[config.mk]
export PLATFORM = sky130hd
export DESIGN_NAME = lsu_mem_master
export DESIGN_NICKNAME = d
export VERILOG_FILES = /design/src/rtl/lsu_pkg.sv /design/src/rtl/lsu_align.sv /design/src/rtl/lsu_mem_master.sv
export SDC_FILE = /design/constraint.sdc
export NUM_CORES = 1
export LEC_CHECK = 0
export ABC_AREA = 1
export CAP_MARGIN = 25
export CELL_PAD_IN_SITES_DETAIL_PLACEMENT = 1
export CELL_PAD_IN_SITES_GLOBAL_PLACEMENT = 2
export CORE_UTILIZATION = 23
export DETAILED_ROUTE_END_ITERATION = 16
export GPL_TIMING_DRIVEN = 0
export PLACE_DENSITY = 0.87
export SETUP_SLACK_MARGIN = 0.1
export SYNTH_ARGS = -nofsm -noshare
export SYNTH_HDL_FRONTEND = slang
export SYNTH_HIERARCHICAL = 1
export SYNTH_SLANG_ARGS = --single-unit
[constraint.sdc]
create_clock -name clk -period 2.4 [get_ports clk]
set_input_delay 0.36 -clock clk [delete_from_list [all_inputs] [get_ports clk]]
set_output_delay 0.36 -clock clk [all_outputs]
set_load 0.02 [all_outputs]
[src/rtl/lsu_pkg.sv]
// Shared types and helpers for the load/store initiator.
// State encoding, RV32I funct3 size/sign codes and request legality checks.
package lsu_pkg;

    typedef enum logic [1:0] {
        IDLE = 2'd0,
        RD   = 2'd1,
        WR   = 2'd2,
        RSP  = 2'd3
    } lsu_state_e;

    localparam logic [2:0] F3_B  = 3'd0;
    localparam logic [2:0] F3_H  = 3'd1;
    localparam logic [2:0] F3_W  = 3'd2;
    localparam logic [2:0] F3_BU = 3'd4;
    localparam logic [2:0] F3_HU = 3'd5;

    // Loads accept B/H/W/BU/HU; stores accept only B/H/W.
    function automatic logic is_legal(input logic we, input logic [2:0] funct3);
        logic ok;
        if (we)
            ok = (funct3 == F3_B) || (funct3 == F3_H) || (funct3 == F3_W);
        else
            ok = (funct3 == F3_B) || (funct3 == F3_H) || (funct3 == F3_W) ||
                 (funct3 == F3_BU) || (funct3 == F3_HU);
        return ok;
    endfunction

    // Halfwords need an even byte address, words a 4-byte aligned one.
    function automatic logic is_misaligned(input logic [2:0] funct3, input logic [1:0] off);
        logic mis;
        mis = 1'b0;
        if ((funct3 == F3_H) || (funct3 == F3_HU))
            mis = off[0];
        else if (funct3 == F3_W)
            mis = (off != 2'b00);
        return mis;
    endfunction

endpackage

[src/rtl/lsu_align.sv]
// Byte-lane steering for the load/store initiator (purely combinational).
// Load path: picks the addressed byte/halfword out of a memory word and extends it.
// Store path: merges sub-word store data into the previously read word.
// Halfword selection uses off[1] only and word accesses ignore the offset,
// so misaligned requests that reach here are silently aligned.
module lsu_align
    import lsu_pkg::*;
#(
    parameter int DATA_W = 32
) (
    input  logic [DATA_W-1:0] ld_word,
    input  logic [DATA_W-1:0] st_old,
    input  logic [DATA_W-1:0] st_wdata,
    input  logic [1:0]        off,
    input  logic [2:0]        funct3,
    output logic [DATA_W-1:0] ld_data,
    output logic [DATA_W-1:0] st_word
);

    function automatic logic [DATA_W-1:0] ext_byte(input logic [7:0] b, input logic sgn);
        logic signed [7:0] sb;
        sb = b;
        return sgn ? DATA_W'(sb) : DATA_W'(b);
    endfunction

    function automatic logic [DATA_W-1:0] ext_half(input logic [15:0] h, input logic sgn);
        logic signed [15:0] sh;
        sh = h;
        return sgn ? DATA_W'(sh) : DATA_W'(h);
    endfunction

    logic [7:0]  lane_b;
    logic [15:0] lane_h;

    // Load extract and extension
    always_comb begin
        lane_b  = ld_word[{off, 3'b000} +: 8];
        lane_h  = ld_word[{off[1], 4'b0000} +: 16];
        ld_data = '0;
        case (funct3)
            F3_B:    ld_data = ext_byte(lane_b, 1'b1);
            F3_BU:   ld_data = ext_byte(lane_b, 1'b0);
            F3_H:    ld_data = ext_half(lane_h, 1'b1);
            F3_HU:   ld_data = ext_half(lane_h, 1'b0);
            F3_W:    ld_data = ld_word;
            default: ld_data = '0;
        endcase
    end

    // Store merge into the word read back from memory
    always_comb begin
        st_word = st_old;
        case (funct3)
            F3_B:    st_word[{off, 3'b000} +: 8]     = st_wdata[7:0];
            F3_H:    st_word[{off[1], 4'b0000} +: 16] = st_wdata[15:0];
            F3_W:    st_word = st_wdata;
            default: st_word = st_old;
        endcase
    end

endmodule

[src/rtl/lsu_mem_master.sv]
// Load/store initiator between the execute stage and word-addressed dMem.
// Sub-word stores are done as read-modify-write; loads are extended in lsu_align.
// Optional feature macro: MISALIGN_TRAP_EN -- when defined, misaligned halfword
// and word accesses complete with rsp_err and never touch memory; otherwise
// they are forced to natural alignment.
module lsu_mem_master
    import lsu_pkg::*;
#(
    parameter int ADDR_W = 32,
    parameter int DATA_W = 32
) (
    input  logic              clk,
    input  logic              rst_,
    input  logic              req_valid,
    output logic              req_ready,
    input  logic              req_we,
    input  logic [2:0]        req_funct3,
    input  logic [ADDR_W-1:0] req_addr,
    input  logic [DATA_W-1:0] req_wdata,
    output logic              rsp_valid,
    output logic [DATA_W-1:0] rsp_rdata,
    output logic              rsp_err,
    output logic              memRd,
    output logic              memWrt,
    output logic [ADDR_W-1:0] memAddr,
    output logic [DATA_W-1:0] memDataIn,
    input  logic [DATA_W-1:0] memDataOut
);

    lsu_state_e state_q, state_d;
    logic       err_p0, err_d;
    logic       accept;
    logic       req_err;

    logic              we_p0;
    logic [2:0]        f3_p0;
    logic [ADDR_W-1:0] addr_p0;
    logic [DATA_W-1:0] wdata_p0;
    logic [DATA_W-1:0] rdword_p1;

    logic [DATA_W-1:0] ld_data;
    logic [DATA_W-1:0] st_word;

    // Request classification at acceptance time
    always_comb begin
`ifdef MISALIGN_TRAP_EN
        req_err = !is_legal(req_we, req_funct3) || is_misaligned(req_funct3, req_addr[1:0]);
`else
        req_err = !is_legal(req_we, req_funct3);
`endif
    end

    // Control state: FSM state and the error flag of the transaction in flight
    always_ff @(posedge clk or negedge rst_) begin
        if (!rst_) begin
            state_q <= IDLE;
            err_p0  <= 1'b0;
        end else begin
            state_q <= state_d;
            err_p0  <= err_d;
        end
    end

    // ---- stage p0: request captured on acceptance ----
    // Request payload latch; unreset, only consumed outside IDLE
    always_ff @(posedge clk) begin
        if (accept) begin
            we_p0    <= req_we;
            f3_p0    <= req_funct3;
            addr_p0  <= req_addr;
            wdata_p0 <= req_wdata;
        end
    end

    // ---- stage p1: memory word captured during RD ----
    // Read-word capture feeding both load extract and store merge
    always_ff @(posedge clk) begin
        if (state_q == RD)
            rdword_p1 <= memDataOut;
    end

    // Next-state and phase strobes
    always_comb begin
        state_d   = state_q;
        err_d     = err_p0;
        accept    = 1'b0;
        req_ready = 1'b0;
        memRd     = 1'b0;
        memWrt    = 1'b0;
        rsp_valid = 1'b0;
        case (state_q)
            IDLE: begin
                req_ready = 1'b1;
                if (req_valid) begin
                    accept = 1'b1;
                    err_d  = req_err;
                    if (req_err)
                        state_d = RSP;
                    else if (req_we && (req_funct3 == F3_W))
                        state_d = WR;
                    else
                        state_d = RD;
                end
            end
            RD: begin
                memRd   = 1'b1;
                state_d = we_p0 ? WR : RSP;
            end
            WR: begin
                memWrt  = 1'b1;
                state_d = RSP;
            end
            RSP: begin
                rsp_valid = 1'b1;
                state_d   = IDLE;
            end
            default: state_d = IDLE;
        endcase
    end

    lsu_align #(.DATA_W(DATA_W)) u_align (
        .ld_word  (rdword_p1),
        .st_old   (rdword_p1),
        .st_wdata (wdata_p0),
        .off      (addr_p0[1:0]),
        .funct3   (f3_p0),
        .ld_data  (ld_data),
        .st_word  (st_word)
    );

    // Outputs derived from registered state only; zero outside their phase
    always_comb begin
        memAddr   = (memRd || memWrt) ? {2'b00, addr_p0[ADDR_W-1:2]} : '0;
        memDataIn = memWrt ? st_word : '0;
        rsp_rdata = (rsp_valid && !we_p0 && !err_p0) ? ld_data : '0;
        rsp_err   = rsp_valid && err_p0;
    end

endmodule

==> flow_summary.yaml <==
grt:
  overflow: 0
  grt_start_max_net_pins: 31
  grt_pass1_vias: 7586
  globalRouteTotalUtil: 0.188
  antenna_found_initial: 1
  grt_pass1_wl_um: 43800
synth:
  ys_ff_latch: 103
  ys_async_sr_fraction: 0.0291
  synth_top_area_frac: 0.424
  synthesis.instances: 1042
  synth_edf_count: 100
  yosys.area.top_type: "edfxtp_1"
  synthTopCellsByArea: "edfxtp_1, nand2_1, inv_1"
  syn_avg_cell_area_sq_um: 6.80
  yosysWarnings: 6
  ys_types: 26
  synth_ff_type: "edfxtp_1"
  synthesis.area_sq_um: 7090
  ys_seq_area_frac: 0.434
  yosys-top-cells-count: "nand2_1, inv_1, nor2_1, edfxtp_1, nand3_1"
  yosys.cell_count.top_type: "nand2_1"
worst_setup_path:
  worst-setup-path-type: "reg2out"
  crit_arrival_ns: 2.20
  cp-end-kind: "primary output"
  worst-path-max-fanout: 8
  startpoint_type: "flip-flop"
  r2r.worst_path.cells: 5
  critPathRequiredTime_ns: 2.04
drt:
  vias: 7487
  drt-initial-drc-count: 390
  drc_errors: 0
  first_pass_iters: 4
  antenna_left: 0
  wl_per_cell_um: 17.4
  routed_wirelength_um: 29500
  vias_per_cell: 4.42
placed_design:
  portBuffers: 201
  dp_hpwl_um: 22100
  gp_congestion: 0.883
  dp_cells: 1636
cells_and_area:
  fillers: 3663
  finish.utilization: 0.369
  area_growth_pct: 55.8
  instances_no_fill: 1693
  drive_above_1_share: 0.285
  antennaDiodeCount: 0
  final_nets: 1410
timing:
  finalMaxSlewViolations: 0
  period_share: 1.07
  layout_min_cycle_time_ns: 2.56
  tns_ns: -3.15
  finClkSkew_ns: 0.0102
  finalHoldViolCount: 0
  fmax_mhz: 390
  fin_ws_ns: -0.163
  setup-violations-final: 54
  holdWs_ns: 0.174
  rsz0062_at_grt: "yes"
clocking:
  numCtsBuffers: 9
  cts_buffer_depth: 2
  cts-root-buf: "clkbuf_16"
  clk_pin_slew_ns: 0.08
  h-tree-depth: 3
  clk_latency_ns: 0.37
  clock-sinks: 103
  cts_tree: "done"
run_status:
  violations: "setup timing"
  status: "finished with violations"
floorplanning:
  rows: 63
  die_w_um: 178
  start_util: 0.237
  ios: 204
  coreArea_sq_um: 30000
  dieArea_sq_um: 31500
  fp.dieH_um: 178
power:
  peakVddDrop_v: 0.000600
  p_leak_uw: 0.00538
  powerDensity_nw_per_um2: 948
min_path:
  holdCritPathClass: "in2async"
flow_run:
  drv_cap: 0
## routing by layer
metal  wire length (um)  GRT usage  up-vias
li1                   -          -     3635
met1              12500      0.231     3566
met2              14000      0.318      250
met3               2350     0.0533       34
met4                597     0.0502        2
met5                 14          0        -
## power breakdown
part | total, uW | switching [uW] | internal [uW] | leakage [uW]
Combinational | 6010 | 3690 | 2320 | 0.00427
Sequential | 2930 | 435 | 2500 | 0.000963
Clock | 1530 | 774 | 756 | 0.000146
Total | 10500 | 4900 | 5570 | 0.00538
## stage by stage
step	setup slack [ns]	power (uW)	cell area [sq um]
finish	-0.163	10500	11000
global route	-0.243	11200	11000
CTS	-0.168	10200	10600
detailed placement	-1.03	8170	9650
global placement	-0.973	8080	9600
floorplan	0.114	5760	7100
## registers in the layout, summed over array words and instances (netlist names)
signal,count
wdata_p0,32
f3_p0,3
addr_p0,32
state_q,2
rdword_p1,32
err_p0,1
we_p0,1
## critical path, cell delays in order, from the launching register on
cell and delay [ns]:
edfxtp_1 0.40, buf_6 0.16, inv_8 0.03, buf_8 0.12, ha_4 0.28, buf_12 0.15
clkinv_8 0.07, nand2_8 0.11, o21ai_1 0.07, nand2_1 0.09, nand3_2 0.11, nand2_2 0.08
inv_2 0.03, buf_6 0.12
## area by class of cell
type / instances / area [sq um] / area share
repair buffers: 244 / 2480 / 0.225
flip-flops and latches: 103 / 3080 / 0.279
clock inverters: 6 / 60.1 / 0.00544
multi-input cells: 681 / 3460 / 0.313
inverters: 209 / 820 / 0.0742
repair inverters: 1 / 11.3 / 0.00102
well taps: 390 / 488 / 0.0442
plain buffers: 49 / 405 / 0.0367
clock buffers: 10 / 239 / 0.0216
## worst paths after layout
path,endpoint,slack [ns],from
worst max-delay path,memDataIn[3],-0.16,addr_p0[1]$_DFFE_PP_
worst min-delay path,err_p0$_DFFE_PN0P_,0.17,rst_
worst max register to register,wdata_p0[9]$_DFFE_PP_,0.52,state_q[1]$_DFFE_PN0P_
worst min register to register,err_p0$_DFFE_PN0P_,0.53,err_p0$_DFFE_PN0P_
max in group asynchronous,state_q[0]$_DFFE_PN0P_,2.05,rst_
min in group clk,err_p0$_DFFE_PN0P_,0.53,err_p0$_DFFE_PN0P_
## kinds of logic (layout without fill, tap and decap cells)
| kind of cell | Yosys count | after routing | synth area share |
|---|---|---|---|
| DFF | 103 | 103 | 0.434 |
| adders and majority gates | 9 | 9 | 0.0159 |
| other | 1 | 2 | 0.000529 |
| AOI/OAI and AO/OA | 49 | 49 | 0.0378 |
| buffers and inverters | 259 | 519 | 0.149 |
| and+or+nand+nor | 621 | 621 | 0.362 |
## what timing repair did
| item | CTS | global route |
|---|---|---|
| endpoints found under the hold margin | 0 | 0 |
| gates resized for setup | 564 | 151 |
| buffers inserted | 24 | 14 |
| pin swaps | 51 | 52 |
| cloned | 5 | 2 |
| endpoints found under the setup margin | 95 | 83 |
| hold buffers | 0 | 0 |
## cells in the final DEF (no fill, tap or decap), drive strengths merged, types with 10 or more instances in the layout
master and count:
nor2 220, nand3 43, o21ai 34, clkdlybuf4s50 107, buf 151, clkdlybuf4s15 14, inv 209, clkbuf 21
dlygate4sd2 10, edfxtp 100, nand2 341, nand4 16
Power figures use the tool's default switching activity.
